$ cat config.mk
export PLATFORM = sky130hd
export DESIGN_NAME = multiplier_ctrl_flat
export DESIGN_NICKNAME = d
export VERILOG_FILES = /design/src/rtl/multiplier_ctrl_if.sv /design/src/rtl/multiplier_ctrl.sv /design/src/flat_wrapper.sv
export SDC_FILE = /design/constraint.sdc
export NUM_CORES = 1
export LEC_CHECK = 0
export ABC_CLOCK_PERIOD_IN_PS = 4750
export BUFFER_PORTS_ARGS = -buffer_cell sky130_fd_sc_hd__buf_4
export CORE_ASPECT_RATIO = 2
export CORE_UTILIZATION = 30
export DETAILED_ROUTE_END_ITERATION = 8
export PLACE_DENSITY = 0.53
export SLEW_MARGIN = 20
export SYNTH_ARGS = -nofsm -noshare
export SYNTH_HDL_FRONTEND = slang
export SYNTH_SLANG_ARGS = --single-unit
$ cat constraint.sdc
create_clock -name clk -period 4.75 [get_ports clk]
set_input_delay 0.2375 -clock clk [delete_from_list [all_inputs] [get_ports clk]]
set_output_delay 0.2375 -clock clk [all_outputs]
set_load 0.02 [all_outputs]
$ cat src/rtl/multiplier_ctrl_if.sv
// ============================================================================
// Module   : multiplier_ctrl_if
// Purpose  : Handshake and datapath-strobe bundle between the repeated-addition
//            multiplier controller and its environment (requester + datapath).
// Signals  : start, ack       - requester handshake into the controller
//            eq               - datapath B-counter-is-zero flag
//            opsel            - operand select for the shared data_in bus
//            ldA, ldB, clrP,
//            ldP, decB        - datapath strobes
//            busy, done, err  - controller status
// Modports : master - the controller side
//            slave  - the requester / datapath side
// Revision : 1.0 - initial release
// ============================================================================
`default_nettype none

interface multiplier_ctrl_if;
  logic start;
  logic ack;
  logic eq;
  logic opsel;
  logic ldA;
  logic ldB;
  logic clrP;
  logic ldP;
  logic decB;
  logic busy;
  logic done;
  logic err;

  modport master (
    input  start, ack, eq,
    output opsel, ldA, ldB, clrP, ldP, decB, busy, done, err
  );

  modport slave (
    output start, ack, eq,
    input  opsel, ldA, ldB, clrP, ldP, decB, busy, done, err
  );
endinterface

`default_nettype wire

$ cat src/rtl/multiplier_ctrl.sv
// ============================================================================
// Module   : multiplier_ctrl
// Purpose  : Control FSM for an N-bit repeated-addition multiplier datapath.
//            Captures A then B from the shared data_in bus, adds A into P once
//            per B decrement until the datapath reports B == 0, then holds
//            done until acknowledged. A watchdog aborts with err if eq never
//            arrives within 2^N add iterations.
// Ports    : clk     - system clock, rising edge
//            reset_n - asynchronous active-low reset
//            bus     - multiplier_ctrl_if.master (handshake, strobes, status)
// Params   : N       - datapath / B-counter width (watchdog limit 2^N)
// Revision : 1.0 - initial release
// ============================================================================
`default_nettype none

module multiplier_ctrl #(
  parameter int N = 8
) (
  input  logic               clk,
  input  logic               reset_n,
  multiplier_ctrl_if.master  bus
);

  // One-hot state encoding; each output below is a single state flop, so
  // strobes such as clrP come straight off a register and cannot glitch.
  typedef enum logic [5:0] {
    IDLE  = 6'b000001,
    LOADA = 6'b000010,
    LOADB = 6'b000100,
    CALC  = 6'b001000,
    DONE  = 6'b010000,
    ERR   = 6'b100000
  } state_t;

  localparam logic [N:0] WD_LIMIT = {1'b1, {N{1'b0}}};

  state_t     state;
  logic [5:0] state_bits;
  logic [N:0] wd_cnt;
  logic       wd_expired;

  assign state_bits = state;
  assign wd_expired = (wd_cnt == WD_LIMIT);

  always_ff @(posedge clk or negedge reset_n) begin
    if (!reset_n) begin
      state  <= IDLE;
      wd_cnt <= '0;
    end else begin
      case (state)
        IDLE: begin
          if (bus.start) state <= LOADA;
        end
        LOADA: begin
          state <= LOADB;
        end
        LOADB: begin
          state  <= CALC;
          wd_cnt <= '0;
        end
        CALC: begin
          if (bus.eq) begin
            state <= DONE;
          end else if (wd_expired) begin
            state <= ERR;
          end else begin
            wd_cnt <= wd_cnt + 1'b1;
          end
        end
        DONE: begin
          if (bus.ack) state <= IDLE;
        end
        ERR: begin
          if (bus.ack) state <= IDLE;
        end
        // Any non-one-hot pattern falls back to IDLE on the next edge.
        default: begin
          state <= IDLE;
        end
      endcase
    end
  end

  // State-flop decodes.
  assign bus.opsel = state_bits[2];
  assign bus.ldA   = state_bits[1];
  assign bus.ldB   = state_bits[2];
  assign bus.clrP  = state_bits[2];
  assign bus.busy  = ~state_bits[0];
  assign bus.done  = state_bits[4] | state_bits[5];
  assign bus.err   = state_bits[5];

  // The only Mealy outputs: an add/decrement happens in CALC while B is
  // nonzero, except on the cycle the watchdog fires.
  assign bus.ldP  = state_bits[3] & ~bus.eq & ~wd_expired;
  assign bus.decB = state_bits[3] & ~bus.eq & ~wd_expired;

endmodule

`default_nettype wire

$ cat src/flat_wrapper.sv
// flat-port wrapper written by rule: the top's interface ports become plain ports
module multiplier_ctrl_flat 
#(
  parameter int N = 8
)
  (clk, reset_n, bus_start, bus_ack, bus_eq, bus_opsel, bus_ldA, bus_ldB, bus_clrP, bus_ldP, bus_decB, bus_busy, bus_done, bus_err);
  multiplier_ctrl_if bus_i ();
  input  logic clk;
  input  logic reset_n;
  input wire logic [$bits(bus_i.start)-1:0] bus_start;
  input wire logic [$bits(bus_i.ack)-1:0] bus_ack;
  input wire logic [$bits(bus_i.eq)-1:0] bus_eq;
  output wire logic [$bits(bus_i.opsel)-1:0] bus_opsel;
  output wire logic [$bits(bus_i.ldA)-1:0] bus_ldA;
  output wire logic [$bits(bus_i.ldB)-1:0] bus_ldB;
  output wire logic [$bits(bus_i.clrP)-1:0] bus_clrP;
  output wire logic [$bits(bus_i.ldP)-1:0] bus_ldP;
  output wire logic [$bits(bus_i.decB)-1:0] bus_decB;
  output wire logic [$bits(bus_i.busy)-1:0] bus_busy;
  output wire logic [$bits(bus_i.done)-1:0] bus_done;
  output wire logic [$bits(bus_i.err)-1:0] bus_err;
  assign bus_i.start = bus_start;
  assign bus_i.ack = bus_ack;
  assign bus_i.eq = bus_eq;
  assign bus_opsel = bus_i.opsel;
  assign bus_ldA = bus_i.ldA;
  assign bus_ldB = bus_i.ldB;
  assign bus_clrP = bus_i.clrP;
  assign bus_ldP = bus_i.ldP;
  assign bus_decB = bus_i.decB;
  assign bus_busy = bus_i.busy;
  assign bus_done = bus_i.done;
  assign bus_err = bus_i.err;
  multiplier_ctrl #(.N(N)) u_core (.clk(clk), .reset_n(reset_n), .bus(bus_i));
endmodule
==> results_dict.tcl <==
set metrics [dict create \
    fillers 321 \
    grt_pass1_wl_um 3280 \
    die_h_um 80.5 \
    drive_above_1_share 0.221 \
    diodes 0 \
    ir_worst_vdd_uv 153 \
    cts_htree_levels 1 \
    die_w_um 41.3 \
    synth_seq_cells 15 \
    p_int_w 0.000309 \
    ys.flop_type "dfrtp_1" \
    yosysSeqAreaShare 0.407 \
    grt_pass1_vias 731 \
    fp.coreArea_sq_um 2940 \
    vias 804 \
    syn_avg_cell_area_sq_um 9.15 \
    maxSlewHeadroom 0.450 \
    fmax_mhz 526 \
    hold_buffers 1 \
    switching_power_w 0.000193 \
    final.setup.tns_ps 0 \
    synth_edf_count 0 \
    boundaryPins 14 \
    postCtsSetupBuffers 0 \
    vias_per_cell 5.62 \
    combPwrFrac 0.375 \
    power_frac_clock 0.207 \
    placed_area_sq_um 1010 \
    path_cells "or4_4 -> o211a_1 -> a211o_2 -> o31ai_1" \
    numCtsBuffers 3 \
    cts_tree "built" \
    arrival_ps 2060 \
    slew_viol_final 0 \
    drc 0 \
    final_cell_mix "14 x dfrtp_1, 13 x buf_4, 10 x nand2_1, 8 x inv_1, 8 x nor2_1" \
    p_leak_nw 0.467 \
    min_from "bus_start" \
    cpPeakStageDelay_ps 550 \
    hold_path_depth 2 \
    crit_start "u_core.wd_cnt[3]" \
    final_net_count 121 \
    cts_sinks 15 \
    synth_cell_type_count 37 \
    power.density_nw_per_um2 470 \
    cp.required_ps 4910 \
    mostFrequentLayoutCell "dfrtp_1" \
    wl_per_cell_um 15.2 \
    synth_nets 108 \
    ant_nets 0 \
    cts-root-buf "clkbuf_8" \
    reg2reg_slack_ps 2850 \
    io_buffers 13 \
    antenna_found_initial 0 \
    seqPwrFrac 0.418 \
    postLayoutCellArea_sq_um 1070 \
    swShare 0.384 \
    tightest_slew_ps 813 \
    path_clk_slew_ps 60 \
    status "finished clean" \
    cts_max_path_buffers 2 \
    holdPathEnd "u_core.state[0]" \
    clk_latency_ps 250 \
    min_period_ps 1900 \
    critPathMaxFanout 13 \
    die-area_sq_um 3320 \
    critical_path.reg2reg.startpoint "u_core.wd_cnt[3]" \
    hold_viol 0 \
    finalWeightedCongestion 0.839 \
    drt-initial-drc-count 14 \
    skew_ps 5.06 \
    r2r_cells 4 \
    grt_max_degree 16 \
    endpoint_kind "flop" \
    overflow 0 \
    grt_use_total 0.144 \
    min_period_over_period 0.400 \
    finalSetupViolations 0 \
    syn2layout_area_growth_pct 15.3 \
    worstSetupPathType "flop to flop" \
    cp-start-kind "flop" \
    ys_async_sr_fraction 1.00 \
    start_util 0.314 \
    post_cts_resize_count 0 \
    holdCritPathClass "primary input to flop" \
    syn_inst 101 \
    finalWirelength_um 2170 \
    dp_hpwl_um 1610 \
    yosysWarnings 0 \
    drt_pass1_iterations 4 \
    num_rows 28 \
    synthesis.area_sq_um 925 \
    whs_ps 144 \
    rsz0062_at_grt "no" \
    cap_violations 0 \
    r2r_end "u_core.wd_cnt[7]" \
    critPathSlowestCell "or4_4" \
]
==> power groups by stage <==
stage	clock (W)	combinational, W	sequential (W)
2_1_floorplan	0	0.000143	0.000198
3_3_place_gp	0	0.000189	0.000207
3_5_place_dp	0	0.000188	0.000210
4_1_cts	0.000107	0.000190	0.000208
5_1_grt	0.000111	0.000213	0.000215
6_report	0.000104	0.000188	0.000209
==> layer usage <==
layer | share of wire | GRT usage
met5 | 0 | 0
met4 | 0.012 | 0.0452
met3 | 0.049 | 0.0249
met2 | 0.55 | 0.266
met1 | 0.39 | 0.149
==> cells in the mapped netlist, types with 2 or more instances <==
cell type  number  area share
a31oi_1         2       0.014
buf_4           3       0.024
or4_1           2       0.016
ha_1            2       0.027
nor2b_1         2       0.014
o21a_1          3       0.024
nor2_1          8       0.032
nor3_1          2       0.011
inv_1           8       0.032
a21oi_1         7       0.038
nand2_1        10       0.041
dfrtp_1        14        0.38
xnor2_1         2       0.019
nand3_1         5       0.027
nor3b_1         2       0.016
o21ai_0         6       0.032
or3_1           2       0.014
buf_6           2       0.024
==> cell families (layout without fill, tap and decap cells) <==
| group | Yosys count | in the layout | synth area share |
|---|---|---|---|
| compound gates | 28 | 28 | 0.218 |
| xor+xnor | 2 | 2 | 0.0189 |
| fa+ha+maj | 2 | 2 | 0.0271 |
| buf+inv | 14 | 26 | 0.0852 |
| flops | 15 | 15 | 0.407 |
| simple gates | 40 | 40 | 0.244 |
==> registers in the layout, indices dropped and copies added (netlist names) <==
name and count:
u_core.wd_cnt 9, u_core.state 6
==> worst max path at each step <==
| stage | to | slack, ps | depth (start not counted) |
|---|---|---|---|
| CTS | u_core.wd_cnt[7] | 2850 | 4 |
| global placement | u_core.wd_cnt[7] | 2900 | 4 |
| detailed placement | u_core.wd_cnt[7] | 2860 | 4 |
| floorplan | bus_ldP | 2890 | 6 |
| global route | u_core.wd_cnt[5] | 2630 | 4 |
| finish | u_core.wd_cnt[7] | 2850 | 4 |
==> stage by stage <==
step / util / power [W] / instances / setup slack [ps]
floorplan: - / 0.000342 / 101 / 2890
global placement: 0.344 / 0.000396 / 138 / 2900
detailed placement: 0.344 / 0.000399 / 138 / 2860
CTS: 0.362 / 0.000505 / 143 / 2850
global route: 0.362 / 0.000539 / 143 / 2630
finish: 0.362 / 0.000501 / 143 / 2850
==> critical path: cells and delay by family, from the launching register on <==
kind | cells | cell delay [ps]
simple gates | 1 | 550
flops | 1 | 450
compound gates | 3 | 810
==> area by class of cell <==
cell class | count | area, sq um | share of cell area
Sequential cell | 15 | 377 | 0.353
Timing Repair Buffer | 14 | 108 | 0.101
Clock buffer | 4 | 45.0 | 0.0423
Multi-Input combinational cell | 72 | 469 | 0.440
Tap cell | 30 | 37.5 | 0.0352
Inverter | 8 | 30.0 | 0.0282
Note: power is estimated with default switching activity, not from simulation.
